$ cat src/rtl/frame_sync_pkg.sv
// Shared types and default constants for the SNES/HDMI frame-sync controller.
package frame_sync_pkg;

    localparam int         FS_CNT_W              = 20;
    localparam logic [7:0] FS_DEF_SYNC_LINE      = 8'd2;
    localparam logic [7:0] FS_DEF_REARM_LINE     = 8'd200;
    localparam int         FS_DEF_SYNC_STAGES    = 2;
    localparam int         FS_DEF_TIMEOUT_CYCLES = 1000000;

    typedef enum logic [2:0] {
        ST_IDLE   = 3'd0,
        ST_ARMED  = 3'd1,
        ST_PAUSED = 3'd2,
        ST_DONE   = 3'd3
    } fs_state_t;

endpackage

$ cat src/rtl/frame_sync_ctrl_sync_edge_detect.sv
// Multi-flop synchronizer for an async level, followed by a rising-edge pulse.
// Pulse is seen by downstream logic STAGES+1 edges after the input is first sampled.
module sync_edge_detect #(
    parameter int STAGES = 2
) (
    input  logic clk,
    input  logic resetn,
    input  logic din,
    output logic pulse
);

    logic [STAGES-1:0] sync_reg;
    logic              prev_reg;

    always_ff @(posedge clk) begin
        if (!resetn) begin
            sync_reg[0] <= 1'b0;
            prev_reg    <= 1'b0;
        end else begin
            sync_reg[0] <= din;
            prev_reg    <= sync_reg[STAGES-1];
        end
    end

    generate
        for (genvar gi = 1; gi < STAGES; gi++) begin : g_stage
            always_ff @(posedge clk) begin
                if (!resetn) sync_reg[gi] <= 1'b0;
                else         sync_reg[gi] <= sync_reg[gi-1];
            end
        end
    endgenerate

    assign pulse = sync_reg[STAGES-1] & ~prev_reg;

endmodule

$ cat src/rtl/frame_sync_ctrl.sv
// Pauses the SNES core once per frame until the HDMI side starts its first line,
// releasing only on an even paused-cycle count. Optional FRAME_SYNC_STATS_EN adds counters.
module frame_sync_ctrl
    import frame_sync_pkg::*;
#(
    parameter logic [7:0] SYNC_LINE      = FS_DEF_SYNC_LINE,
    parameter logic [7:0] REARM_LINE     = FS_DEF_REARM_LINE,
    parameter int         SYNC_STAGES    = FS_DEF_SYNC_STAGES,
    parameter int         TIMEOUT_CYCLES = FS_DEF_TIMEOUT_CYCLES,
    parameter int         CNT_W          = FS_CNT_W
) (
    input  logic             clk,
    input  logic             resetn,
    input  logic             enable,
    input  logic [7:0]       snes_y,
    input  logic             snes_refresh,
    input  logic             hdmi_frame_start,
    output logic             pause,
    output logic [2:0]       state,
    output logic             locked,
    output logic             lost_sync,
    output logic [CNT_W-1:0] last_pause_len,
    output logic [15:0]      frame_cnt,
    output logic [CNT_W-1:0] max_pause_len
);

    localparam logic [CNT_W-1:0] TMO = CNT_W'(TIMEOUT_CYCLES);

    fs_state_t        state_reg, state_next;
    logic             pause_reg, pause_next;
    logic             locked_reg, locked_next;
    logic             lost_sync_reg, lost_sync_next;
    logic             start_seen_reg, start_seen_next;
    logic [CNT_W-1:0] pause_cnt_reg, pause_cnt_next;
    logic [CNT_W-1:0] last_len_reg, last_len_next;
    logic             hs_pulse;
    logic             cnt_even;

    sync_edge_detect #(.STAGES(SYNC_STAGES)) u_hs_sync (
        .clk    (clk),
        .resetn (resetn),
        .din    (hdmi_frame_start),
        .pulse  (hs_pulse)
    );

    assign cnt_even = ~pause_cnt_reg[0];

    always_ff @(posedge clk) begin
        if (!resetn) begin
            state_reg      <= ST_IDLE;
            pause_reg      <= 1'b0;
            locked_reg     <= 1'b0;
            lost_sync_reg  <= 1'b0;
            start_seen_reg <= 1'b0;
            pause_cnt_reg  <= '0;
            last_len_reg   <= '0;
        end else begin
            state_reg      <= state_next;
            pause_reg      <= pause_next;
            locked_reg     <= locked_next;
            lost_sync_reg  <= lost_sync_next;
            start_seen_reg <= start_seen_next;
            pause_cnt_reg  <= pause_cnt_next;
            last_len_reg   <= last_len_next;
        end
    end

    always_comb begin
        state_next      = state_reg;
        pause_next      = pause_reg;
        locked_next     = locked_reg;
        lost_sync_next  = 1'b0;
        start_seen_next = start_seen_reg;
        pause_cnt_next  = pause_cnt_reg;
        last_len_next   = last_len_reg;

        case (state_reg)
            ST_IDLE: begin
                if (enable) state_next = ST_ARMED;
            end
            ST_ARMED: begin
                if (!enable) begin
                    state_next = ST_IDLE;
                end else if (snes_y == SYNC_LINE && snes_refresh) begin
                    state_next      = ST_PAUSED;
                    pause_next      = 1'b1;
                    pause_cnt_next  = CNT_W'(1);
                    start_seen_next = 1'b0;
                end
            end
            ST_PAUSED: begin
                pause_cnt_next = (&pause_cnt_reg) ? pause_cnt_reg : pause_cnt_reg + 1'b1;
                if (hs_pulse) start_seen_next = 1'b1;
                // Normal release outranks timeout and enable-drop; all require an even count.
                if (start_seen_reg && cnt_even) begin
                    state_next    = ST_DONE;
                    pause_next    = 1'b0;
                    locked_next   = 1'b1;
                    last_len_next = pause_cnt_reg;
                end else if (pause_cnt_reg == TMO) begin
                    state_next     = ST_DONE;
                    pause_next     = 1'b0;
                    locked_next    = 1'b0;
                    lost_sync_next = 1'b1;
                    last_len_next  = pause_cnt_reg;
                end else if (!enable && cnt_even) begin
                    state_next    = ST_IDLE;
                    pause_next    = 1'b0;
                    locked_next   = 1'b0;
                    last_len_next = pause_cnt_reg;
                end
            end
            ST_DONE: begin
                if (!enable)                  state_next = ST_IDLE;
                else if (snes_y == REARM_LINE) state_next = ST_ARMED;
            end
            default: state_next = ST_IDLE;
        endcase
    end

    assign pause          = pause_reg;
    assign state          = state_reg;
    assign locked         = locked_reg;
    assign lost_sync      = lost_sync_reg;
    assign last_pause_len = last_len_reg;

`ifdef FRAME_SYNC_STATS_EN
    logic [15:0]      frame_cnt_reg;
    logic [CNT_W-1:0] max_len_reg;

    always_ff @(posedge clk) begin
        if (!resetn) begin
            frame_cnt_reg <= '0;
            max_len_reg   <= '0;
        end else begin
            if (state_reg == ST_PAUSED && state_next == ST_DONE && locked_next)
                frame_cnt_reg <= frame_cnt_reg + 16'd1;
            if (last_len_reg > max_len_reg)
                max_len_reg <= last_len_reg;
        end
    end

    assign frame_cnt     = frame_cnt_reg;
    assign max_pause_len = max_len_reg;
`else
    assign frame_cnt     = '0;
    assign max_pause_len = '0;
`endif

endmodule

$ cat config.mk
export PLATFORM = sky130hd
export DESIGN_NAME = frame_sync_ctrl
export DESIGN_NICKNAME = d
export VERILOG_FILES = /design/src/rtl/frame_sync_pkg.sv /design/src/rtl/frame_sync_ctrl_sync_edge_detect.sv /design/src/rtl/frame_sync_ctrl.sv
export SDC_FILE = /design/constraint.sdc
export NUM_CORES = 1
export LEC_CHECK = 0
export CAP_MARGIN = 0
export CORE_MARGIN = 4
export CORE_UTILIZATION = 52
export DETAILED_ROUTE_END_ITERATION = 10
export GPL_TIMING_DRIVEN = 1
export HOLD_SLACK_MARGIN = 0.05
export PLACE_DENSITY = 0.86
export SYNTH_ARGS = -nofsm -noshare
export SYNTH_HDL_FRONTEND = slang
export SYNTH_SLANG_ARGS = --single-unit
export TNS_END_PERCENT = 50
$ cat constraint.sdc
create_clock -name clk -period 3.15 [get_ports clk]
set_input_delay 0.315 -clock clk [delete_from_list [all_inputs] [get_ports clk]]
set_output_delay 0.315 -clock clk [all_outputs]
set_load 0.05 [all_outputs]
# After elaboration in Yosys (flattened, before gate mapping)
# Index checks and enable logic that the tools add are counted.
[word_totals]
regBits = 50
input_bits = 13
output_inout_bits = 62
wordCells = 72
[classes]
add_sub_neg = 1
eq_ne = 14
n_mux = 28
bitwise_logic = 5
reduce_logical = 14
[ops]
columns = ["operator", "n"]
rows = [
  ["20-bit two-way mux", 6],
  ["20-bit one-hot mux with 2 select lines", 1],
  ["3-bit two-way mux", 8],
  ["20-bit by 1-bit adder with 20-bit output, second input constant", 1],
  ["20-bit == test, second input constant", 1],
  ["20-bit AND reduction", 1],
  ["4-bit AND reduction", 4],
  ["3-bit one-hot mux with 4 select lines", 1],
  ["1-bit two-way mux", 10],
  ["2-bit inequality test, second input constant", 5],
  ["8-bit by 2-bit == test with 1-bit output, second input constant", 1],
  ["8-bit == test, second input constant", 1],
  ["3-bit by 2-bit == test with 1-bit output, second input constant", 2],
  ["3-bit inequality test, second input constant", 2],
  ["4-bit inequality test, second input constant", 1],
  ["1-bit NOT", 4],
  ["1-bit one-hot mux with 2 select lines", 2],
  ["3-bit by 1-bit == test with 1-bit output, second input constant", 1],
  ["1-bit logical AND", 3],
  ["3-bit zero test", 1],
  ["3-bit nonzero test", 1],
  ["3-bit OR reduction", 1],
  ["2-bit AND reduction", 1],
  ["2-bit nonzero test", 1],
  ["2 further kinds", 2],
]

# Logic depth before layout (Yosys ltp)
# Gate-level depths: netlist (run 1).
[depth]
depth_word = 6
mapped_depth = 8
mapped_depth_nobuf = 6

# By module
# From an unflattened synthesis (run 1), not the netlist that was laid out.
[unflattened]
cells_unflattened = 317
hier_area_um2 = 2672.6
[by_module_without_submodules]
columns = ["mod", "n_inst", "cells_per_inst", "area_each_um2", "seq_area_each_um2"]
rows = [
  ["frame_sync_ctrl", 1, 310, 2580.0, 920.9],
  ["sync_edge_detect", 1, 7, 92.6, 60.1],
]

# Worst setup path after synthesis (run 1)
# Ideal clock, no wire load.
[synth_timing]
path_type = "input-to-reg"
start = "input port snes_y[3]"
end = "register pause_cnt_reg[19]"
setup_time_ps = 86
arrival_ps = 2114
required_time_ps = 3064
path_slack_ps = 950
cell_stages = 7
n_path_buf = 2
path_cell_list = "or4b_1 or4_1 buf_2 a22oi_4 buf_6 a31oi_1 a211oi_1"
[synth_between]
elab_chain_cells = 4
[synth_rtl]
columns = ["element", "line", "text"]
rows = [
  ["start, declared", "frame_sync_ctrl.sv:15", "input logic [7:0] snes_y,"],
  ["8-bit by 2-bit == test with 1-bit output", "frame_sync_ctrl.sv:84", "end else if (snes_y == SYNC_LINE && snes_refresh) begin"],
  ["1-bit logical AND", "frame_sync_ctrl.sv:84", ""],
  ["2-bit inequality test (no line)", "-", ""],
  ["4-bit AND reduction (no line)", "-", ""],
  ["end signal, assigned", "frame_sync_ctrl.sv:63", "pause_cnt_reg <= pause_cnt_next;"],
  ["end, declared", "frame_sync_ctrl.sv:34", "logic [CNT_W-1:0] pause_cnt_reg, pause_cnt_next;"],
]
# Every way passes these cells.
# A chain may end at the register's enable or synchronous reset.

# Final worst setup path (run 1)
[layout_timing]
start = "input port snes_y[3]"
end = "register pause_cnt_reg[13]"
# Same word-level chain as after synthesis.

==> metrics.txt, run 1 <==
status=completed; CP startpoint kind=primary input; vias in the first global route=slightly above 2000; router iterations before antenna repair=4; CTS tree=built; Worst-path clk slew=approximately 0.09 ns; Required @ worst endpoint=~3.4 ns; Max Freq=391.8 MHz; worst endpoint data arrival time=between 2 and 3 ns; Port Buffers=37; Wirelength per Cell=between 10 and 15 µm; Antenna Cells=0; final wirelength=6.186 mm; Post-CTS Hold Fix Bufs=0; Die Ht=around 79 µm; design area=roughly 3000 µm²; count of different cell masters after synthesis=49; CP Max Fanout=13; largest cells by area after synthesis=dfxtp_1 37%, buf_4 10%, nand2_1 7.8%; CTS-repair resized insts=0; via count=around 2300; Post-CTS Setup Repair Bufs=0; CP max-delay cell=or4_1; wl on met1=between 2 and 3 mm; share of cells above drive strength 1=5.056%; asr flop ratio synth=0%; Met2 Wirelength=between 3 and 4 mm; Max-slew headroom=approximately 54%; HP Class=reg2reg; reg-to-reg startpoint=pause_cnt_reg[2]; final core utilization=62.50%; crit path time final=2.552 ns; GP Congestion=~0.96; critical path type=in2reg; RSZ-0062 raised after global routing=no; Starting Density=a little over half; 1st-iter DRT viols=~230; routed wl met3=469 µm; pins over their slew limit=0; hold wc startpoint=last_pause_len[13]; largest net degree at the start of global routing=23; Final Hold Viols=0; worst path cell trace=clkdlybuf4s50_1 > or4b_1 > or4_1 > a22oi_4 > a41oi_1 > a211oi_1; grt ovf=0; Yosys top cell by area=dfxtp_1; H-tree level count=2; Worst Tran Pin Value=slightly below 0.7 ns; core box area=4848 µm²; Pleak=between 1 and 1.5 nW; CP endpoint kind=flop; Global Route Usage Sum=between 10% and 20%; Top Layer Used=met4; worst stage delay on the critical path=roughly 0.66 ns; buffers and inverters on the worst path=1; Finish-stage setup viols=0; Synth Instances=approximately 320; clk sink count=around 50; TritonCTS Buffers=5; most common cell after layout, fill and taps aside=nand2_1; Remaining DRCs=0; CP top delay family=simple AND/OR/NAND/NOR gates; antenna violations before repair=0; clk_skew=between 0.01 and 0.015 ns; Boundary Pins=75; Max-cap violations=0; worst hold slack=roughly 0.46 ns; CP Launch Point=snes_y[3]; Die X=~79 µm; Post-synth top flop=dfxtp_1; period utilization=~81%; post-synthesis sequential area ratio=36.95%; Hold Crit Depth=2; FF+latch count, synth=49; syn_area_per_cell=a little over 8 µm²; Ys Warns=0; nets=370; first-pass GRT wire length=approximately 9.9 mm; Placement Rows=25; Crit. path cell count=6; Post-Place Cell Area=~3000 µm²; most frequent cells in the layout=55 x nand2_1, 49 x dfxtp_1, 37 x conb_1, 37 x clkdlybuf4s50_1, 20 x mux2i_1; Final ANT Viol Nets=0; Reg2Reg Depth=6; vias per cell=between 5 and 6; top-area cell type share of the netlist area=about 37%; setup tns final=0 ns; root buffer cell=clkbuf_8; area grow syn2layout=14.14%; Pwr Density=382.9 nW/µm²; Max clock buf depth=2; Post-synth EDFFs=0; worst skew pair latency=around 0.30 ns; Syn Std Cell Area=around 2700 µm²; DP Wirelength=approximately 4.6 mm; Peak VDD IR=around 0.00026 V; Die ar.=6313 µm²
-- logic make-up (layout without fill, tap and decap cells) --
group	count (synthesis)	after routing	share of synthesized area, %
multiplexers	22	22	8.388
AO/OA/AOI/OAI	57	57	14.47
buffers and inverters	63	60	14.56
XOR/XNOR	1	1	0.3299
AND/OR/NAND/NOR	128	128	24.22
adder cells (fa/ha/maj)	2	2	0.9424
flip-flops	49	49	36.95
other	1	37	0.1412
-- cell type report --
class                   instances  area, µm²
well taps                      67      83.83
fillers                       446       1818
clock buffers                   6      72.57
multi-input cells             247       1426
inverters                       7      26.28
flip-flops and latches         49      980.9
clock inverters                 2      10.01
repair buffers                 45      430.4
-- cells in the mapped netlist (5+ instances only) --
| cell | instances |
|---|---|
| buf_4 | 37 |
| nand3_1 | 13 |
| mux2i_1 | 20 |
| clkbuf_1 | 14 |
| nand2_1 | 55 |
| a21oi_1 | 17 |
| and2_1 | 5 |
| nor2_1 | 11 |
| and3_1 | 5 |
| o21ai_0 | 7 |
| a31oi_1 | 6 |
| a211oi_1 | 7 |
| dfxtp_1 | 49 |
| inv_1 | 7 |
| nor3_1 | 9 |
-- where the power goes --
group / internal, mW / switching [mW] / total [mW]
sequential: 0.623 / 0.00591 / 0.629
clock: 0.154 / 0.196 / 0.350
combinational: 0.0348 / 0.146 / 0.181
-- metrics by stage --
| step | std cells | power (mW) | setup WS [ns] |
|---|---|---|---|
| after floorplan | 359 | 0.8256 | 0.9501 |
| after global placement | 415 | 0.8220 | 0.3179 |
| after detailed placement | 415 | 0.8229 | 0.2734 |
| after CTS | 423 | 1.169 | 0.5883 |
| after global routing | 423 | 1.211 | 0.4867 |
| final | 423 | 1.160 | 0.5977 |
-- worst paths after layout --
kind / endpoint / slack [ns]
max: pause_cnt_reg[13] / 0.60
min: last_pause_len[13] / 0.46
max reg2reg: last_pause_len[10] / 0.85
min reg2reg: last_pause_len[13] / 0.46
-- worst reg2reg max path, cell delays in order (launching register included) --
cell and delay [ns]:
dfxtp_1 0.38, nor4_1 0.45, nand3_1 0.15, or4_1 0.61
a21oi_2 0.19, buf_4 0.24, mux2i_1 0.21
-- per-layer routing --
metal  vias up  track usage [%]
met5         -                0
met4         0            7.045
met3        18            4.063
met2        99            33.89
met1      1077            24.63
li1       1130                -
Note: power is estimated with default switching activity, not from simulation.
==> inputs of run 2 (changes only) <==
--- a/config.mk
+++ b/config.mk
@@ -7,11 +7,11 @@
 export LEC_CHECK = 0
 export CAP_MARGIN = 0
 export CORE_MARGIN = 4
-export CORE_UTILIZATION = 52
+export CORE_UTILIZATION = 48
 export DETAILED_ROUTE_END_ITERATION = 10
 export GPL_TIMING_DRIVEN = 1
 export HOLD_SLACK_MARGIN = 0.05
-export PLACE_DENSITY = 0.86
+export PLACE_DENSITY = 0.8
 export SYNTH_ARGS = -nofsm -noshare
 export SYNTH_HDL_FRONTEND = slang
 export SYNTH_SLANG_ARGS = --single-unit
==> constraint.sdc (replaced) <==
create_clock -name clk -period 2.47 [get_ports clk]
set_input_delay 0.247 -clock clk [delete_from_list [all_inputs] [get_ports clk]]
set_output_delay 0.247 -clock clk [all_outputs]
set_load 0.05 [all_outputs]
==> metrics.txt, run 2 (synthesis results as in run 1) <==
status=completed; Hold Crit Depth=1 (-1); pins over their slew limit=0 (unchanged); Final ANT Viol Nets=0 (unchanged); CP startpoint kind=primary input; post-route insts no fill=438 (+3.5%); Max-slew headroom=62.38% (+8.4 points); worst slack, placed=-0.2145 ns (-0.4880 ns); Post-CTS Hold Fix Bufs=0 (unchanged); core box area=5238 µm² (+8.0%); area of the multi-input gates=1426 µm² (unchanged); grt ovf=0 (unchanged); clk_skew=0.005997 ns (-0.007879 ns); clk sink count=49 (unchanged); largest net degree at the start of global routing=25 (+8.7%); Die ar.=6786 µm² (+7.5%); crit path time final=around 2.4 ns; critical path type=in2reg; Max-cap violations=0 (unchanged); Clk pwr share=30.9% (+0.7 points); area grow syn2layout=17.81%; DP Wirelength=4.642 mm (+1.2%); RSZ-0062 raised after global routing=no; Worst Tran Pin Value=0.5501 ns (-0.1381 ns); worst skew pair latency=0.30 ns (about the same); via count=2358 (+1.5%); Placed Cells=430 (+3.6%); most common cell after layout, fill and taps aside=nand2_1; Worst Slack Setup Final=0.1022 ns (-0.4956 ns); worst endpoint data arrival time=2.59 ns (-0.18 ns); most frequent cells in the layout=55 x nand2_1, 49 x dfxtp_1, 37 x conb_1, 37 x clkdlybuf4s50_1; GP Congestion=0.8940 (-7.1%); share of cells above drive strength 1=8.424% (+3.4 points); register area=980.9 µm² (unchanged); Internal=1.040 mW (+28%); Required @ worst endpoint=2.69 ns (-0.68 ns); CP endpoint kind=flop; CTS tree=built; HP Class=reg2reg; vias in the first global route=2140 (+5.0%); Boundary Pins=75 (unchanged); Pwr Total=1.502 mW (+29%); router iterations before antenna repair=4 (unchanged); nets=382 (+3.2%); H-tree level count=2 (unchanged); TritonCTS Buffers=5 (unchanged); setup tns final=0 ns (unchanged); Max Freq=~420 MHz; Starting Density=50.69% (-4.1 points); Combinational Power Share=15.7% (about the same); Die X=82.38 µm (+3.7%); Peak VDD IR=0.0003276 V (+25%); antenna violations before repair=0 (unchanged); period utilization=between 90% and 100%; 1st-iter DRT viols=201 (-11%); CTS-repair resized insts=0 (unchanged); final core utilization=59.72% (-2.8 points); final wirelength=6.144 mm (-0.68%); Wirelength per Cell=14.03 µm (-4.1%); sw frac=30.74% (+0.72 points); Port Buffers=37 (unchanged); Final Hold Viols=0 (unchanged); Placement Rows=26 (+4.0%); Reg2Reg Depth=6 (unchanged); Max clock buf depth=2 (unchanged); root buffer cell=clkbuf_8; Remaining DRCs=0 (unchanged); Antenna Cells=0 (unchanged); Sw Pwr=0.4618 mW (+33%); worst hold slack=0.4431 ns (-0.01909 ns); Post-Place Cell Area=3042 µm² (+3.2%); first-pass GRT wire length=10.09 mm (+1.6%); Die Ht=82.38 µm (+3.7%); design area=3128 µm² (+3.2%); Post-CTS Setup Repair Bufs=0 (unchanged); sequential share of power=53.4% (-0.8 points); Global Route Usage Sum=19.22% (-0.63 points); FILL cells=476 (+6.7%); Pleak=1.181 nW (+5.6%); Worst-path clk slew=0.09 ns (about the same); CP Max Fanout=7 (-6); vias per cell=5.384 (-2.0%); Pwr Density=480.3 nW/µm² (+25%); Finish-stage setup viols=0 (unchanged)
run 2: worst paths after layout:
kind                    startpoint               endpoint  slack, ns
max                      snes_y[3]      pause_cnt_reg[16]       0.10
min          u_hs_sync.sync_reg[0]  u_hs_sync.sync_reg[1]       0.44
max reg2reg      pause_cnt_reg[13]     last_pause_len[13]       0.15
min reg2reg  u_hs_sync.sync_reg[0]  u_hs_sync.sync_reg[1]       0.44
run 2: final cells by class:
type / count / area share, %
clock buffers: 5 / 2.200
clock inverters: 3 / 0.5600
inverters: 7 / 0.8400
multi-input cells: 247 / 45.60
flip-flops and latches: 49 / 31.36
well taps: 70 / 2.800
repair buffers: 57 / 16.64
run 2: worst max-delay path: stages:
cell,delay (ns)
clkdlybuf4s50_1,0.43
or4b_1,0.55
or4_1,0.60
a22oi_4,0.31
buf_4,0.17
a41oi_1,0.11
nor3_1,0.16
run 2: power groups by stage:
stage	clock network, mW	registers [mW]	logic, mW
after CTS	0.478	0.802	0.235
after global routing	0.514	0.803	0.250
after floorplan	0	0.825	0.228
after detailed placement	0	0.820	0.234
after global placement	0	0.820	0.232
final	0.464	0.802	0.237
run 2: routing by layer:
layer  GRT usage [%]  up-vias  part of all wire [%]
met5               0        -                     0
met4           7.641        0                   1.8
met3           3.362       11                   6.9
met2           32.05       76                    49
met1           24.48     1119                    42
li1                -     1152                     -
==> inputs of run 3 (changes only) <==
--- a/config.mk
+++ b/config.mk
@@ -5,13 +5,13 @@
 export SDC_FILE = /design/constraint.sdc
 export NUM_CORES = 1
 export LEC_CHECK = 0
+export ABC_AREA = 0
 export CAP_MARGIN = 0
 export CORE_MARGIN = 4
-export CORE_UTILIZATION = 48
+export CORE_UTILIZATION = 34
 export DETAILED_ROUTE_END_ITERATION = 10
 export GPL_TIMING_DRIVEN = 1
 export HOLD_SLACK_MARGIN = 0.05
-export PLACE_DENSITY = 0.8
 export SYNTH_ARGS = -nofsm -noshare
 export SYNTH_HDL_FRONTEND = slang
 export SYNTH_SLANG_ARGS = --single-unit
==> constraint.sdc (replaced) <==
create_clock -name clk -period 3 [get_ports clk]
set_input_delay 0.3 -clock clk [delete_from_list [all_inputs] [get_ports clk]]
set_output_delay 0.3 -clock clk [all_outputs]
set_load 0.05 [all_outputs]
==> metrics.txt, run 3 (synthesis results as in run 1) <==
status=completed; most frequent cells in the layout=55 x nand2_1, 49 x dfxtp_1, 37 x conb_1, 37 x clkdlybuf4s50_1, 20 x mux2i_1; Worst Tran Pin Value=0.7449 ns (+0.1947 ns); Pleak=1.138 nW (-3.6%); Placement Rows=31 (+19%); vias in the first global route=1960 (-8.4%); RSZ-0062 raised after global routing=no; Die Ht=96.37 µm (+17%); TritonCTS Buffers=5 (unchanged); Finish-stage setup viols=0 (unchanged); worst skew pair latency=0.31 ns (about the same); Post-CTS Setup Repair Bufs=0 (unchanged); CP startpoint kind=primary input; Pwr Density=421.8 nW/µm² (-12%); 1st-iter DRT viols=108 (-46%); clk_skew=0.01204 ns (+0.006048 ns); Max-cap violations=0 (unchanged); CP endpoint kind=flop; Die ar.=9287 µm² (+37%); Remaining DRCs=0 (unchanged); crit path time final=around 2.5 ns; root buffer cell=clkbuf_8; pins over their slew limit=0 (unchanged); worst hold slack=0.4470 ns (+0.003902 ns); most common cell after layout, fill and taps aside=nand2_1; buffers and inverters on the worst path=1 (-1); Max clock buf depth=2 (unchanged); first-pass GRT wire length=9.860 mm (-2.3%); final wirelength=6.250 mm (+1.7%); router iterations before antenna repair=4 (unchanged); vias per cell=4.969 (-7.7%); Peak VDD IR=0.0002052 V (-37%); Post-CTS Hold Fix Bufs=0 (unchanged); post-route insts no fill=456 (+4.1%); Global Route Usage Sum=13.73% (-5.5 points); CP Max Fanout=13 (+6); worst stage delay on the critical path=0.66 ns (+0.06 ns); HP Class=reg2reg; GP Congestion=0.8648 (-3.3%); final core utilization=41.94% (-18 points); CP top delay family=simple AND/OR/NAND/NOR gates; FILL cells=770 (+62%); Antenna Cells=0 (unchanged); critical path type=in2reg; antenna violations before repair=0 (unchanged); reg-to-reg startpoint=pause_cnt_reg[2]; Max Freq=between 300 and 400 MHz; Final ANT Viol Nets=0 (unchanged); CTS-repair resized insts=0 (unchanged); Starting Density=35.84% (-15 points); largest net degree at the start of global routing=22 (-12%); core box area=7408 µm² (+41%); Port Buffers=37 (unchanged); area grow syn2layout=17.01%; setup tns final=0 ns (unchanged); Boundary Pins=75 (unchanged); Required @ worst endpoint=3.22 ns (+0.53 ns); via count=2266 (-3.9%); H-tree level count=2 (unchanged); clk sink count=49 (unchanged); worst path cell trace=clkdlybuf4s50_1 > or4b_1 > or4_1 > a22oi_4 > a41oi_1 > a211oi_1; Worst-path clk slew=0.09 ns (about the same); period utilization=a little over four fifths; Placed Cells=449 (+4.4%); hold wc startpoint=u_hs_sync.sync_reg[0]; share of cells above drive strength 1=5.602% (-2.8 points); CP max-delay cell=or4_1; worst endpoint data arrival time=2.75 ns (+0.16 ns); grt ovf=0 (unchanged); Wirelength per Cell=13.71 µm (-2.3%); Max-slew headroom=50.24% (-12 points); CP Launch Point=snes_y[3]; CTS tree=built; DP Wirelength=4.665 mm (+0.51%); Die X=96.37 µm (+17%); nets=372 (-2.6%); Final Hold Viols=0 (unchanged)
==> run 3: changes by cell type in the layout (fill, tap and decap cells not counted) <==
cell        before  now
bufinv_16        0    1
buf_4           20   10
clkinvlp_4       1    0
clkinv_2         2    1
==> run 3: per-layer routing <==
layer | track usage, % | routed length [µm]
met5 | 0 | 0
met4 | 3.154 | 66
met3 | 3.253 | 347
met2 | 23.40 | 3056
met1 | 17.54 | 2779
==> run 3: worst paths after layout <==
path	endpoint	cells past startpoint	slack (ns)
worst max-delay path	pause_cnt_reg[13]	6	0.47
worst max register to register	last_pause_len[12]	6	0.74
worst min-delay path	u_hs_sync.sync_reg[1]	1	0.45
worst min register to register	u_hs_sync.sync_reg[1]	1	0.45
==> run 3: cell type report <==
cell class | instances | area [µm²] | share of cell area, %
multi-input combinational | 247 | 1426 | 45.91
sequential | 49 | 980.9 | 31.57
timing repair buffer | 47 | 445.4 | 14.34
tap | 99 | 123.9 | 3.987
clock buffer | 5 | 68.82 | 2.215
clock inverter | 2 | 35.03 | 1.128
inverter | 7 | 26.28 | 0.8458
==> run 3: worst register-to-register path, cell delays in order (launching register included) <==
cell and delay, ns:
dfxtp_1 0.39, nor4_1 0.39, nand3_1 0.14, or4_1 0.60, a21oi_2 0.19, buf_4 0.24, mux2i_1 0.23
==> run 3: stage by stage <==
stage | power [mW] | instance area (µm²) | setup WS [ns]
finish | 1.310 | 3107 | 0.4703
global route | 1.362 | 3107 | 0.3445
CTS | 1.320 | 3107 | 0.4680
detailed placement | 0.8660 | 3003 | 0.1480
global placement | 0.8659 | 3003 | 0.1821
floorplan | 0.8668 | 2790 | 0.8151
==> run 3: power breakdown <==
part	total [mW]	switching (mW)	leakage, nW	internal [mW]
Combinational	0.191	0.153	0.688	0.0373
Clock	0.459	0.216	0.0540	0.243
Sequential	0.661	0.00654	0.395	0.654
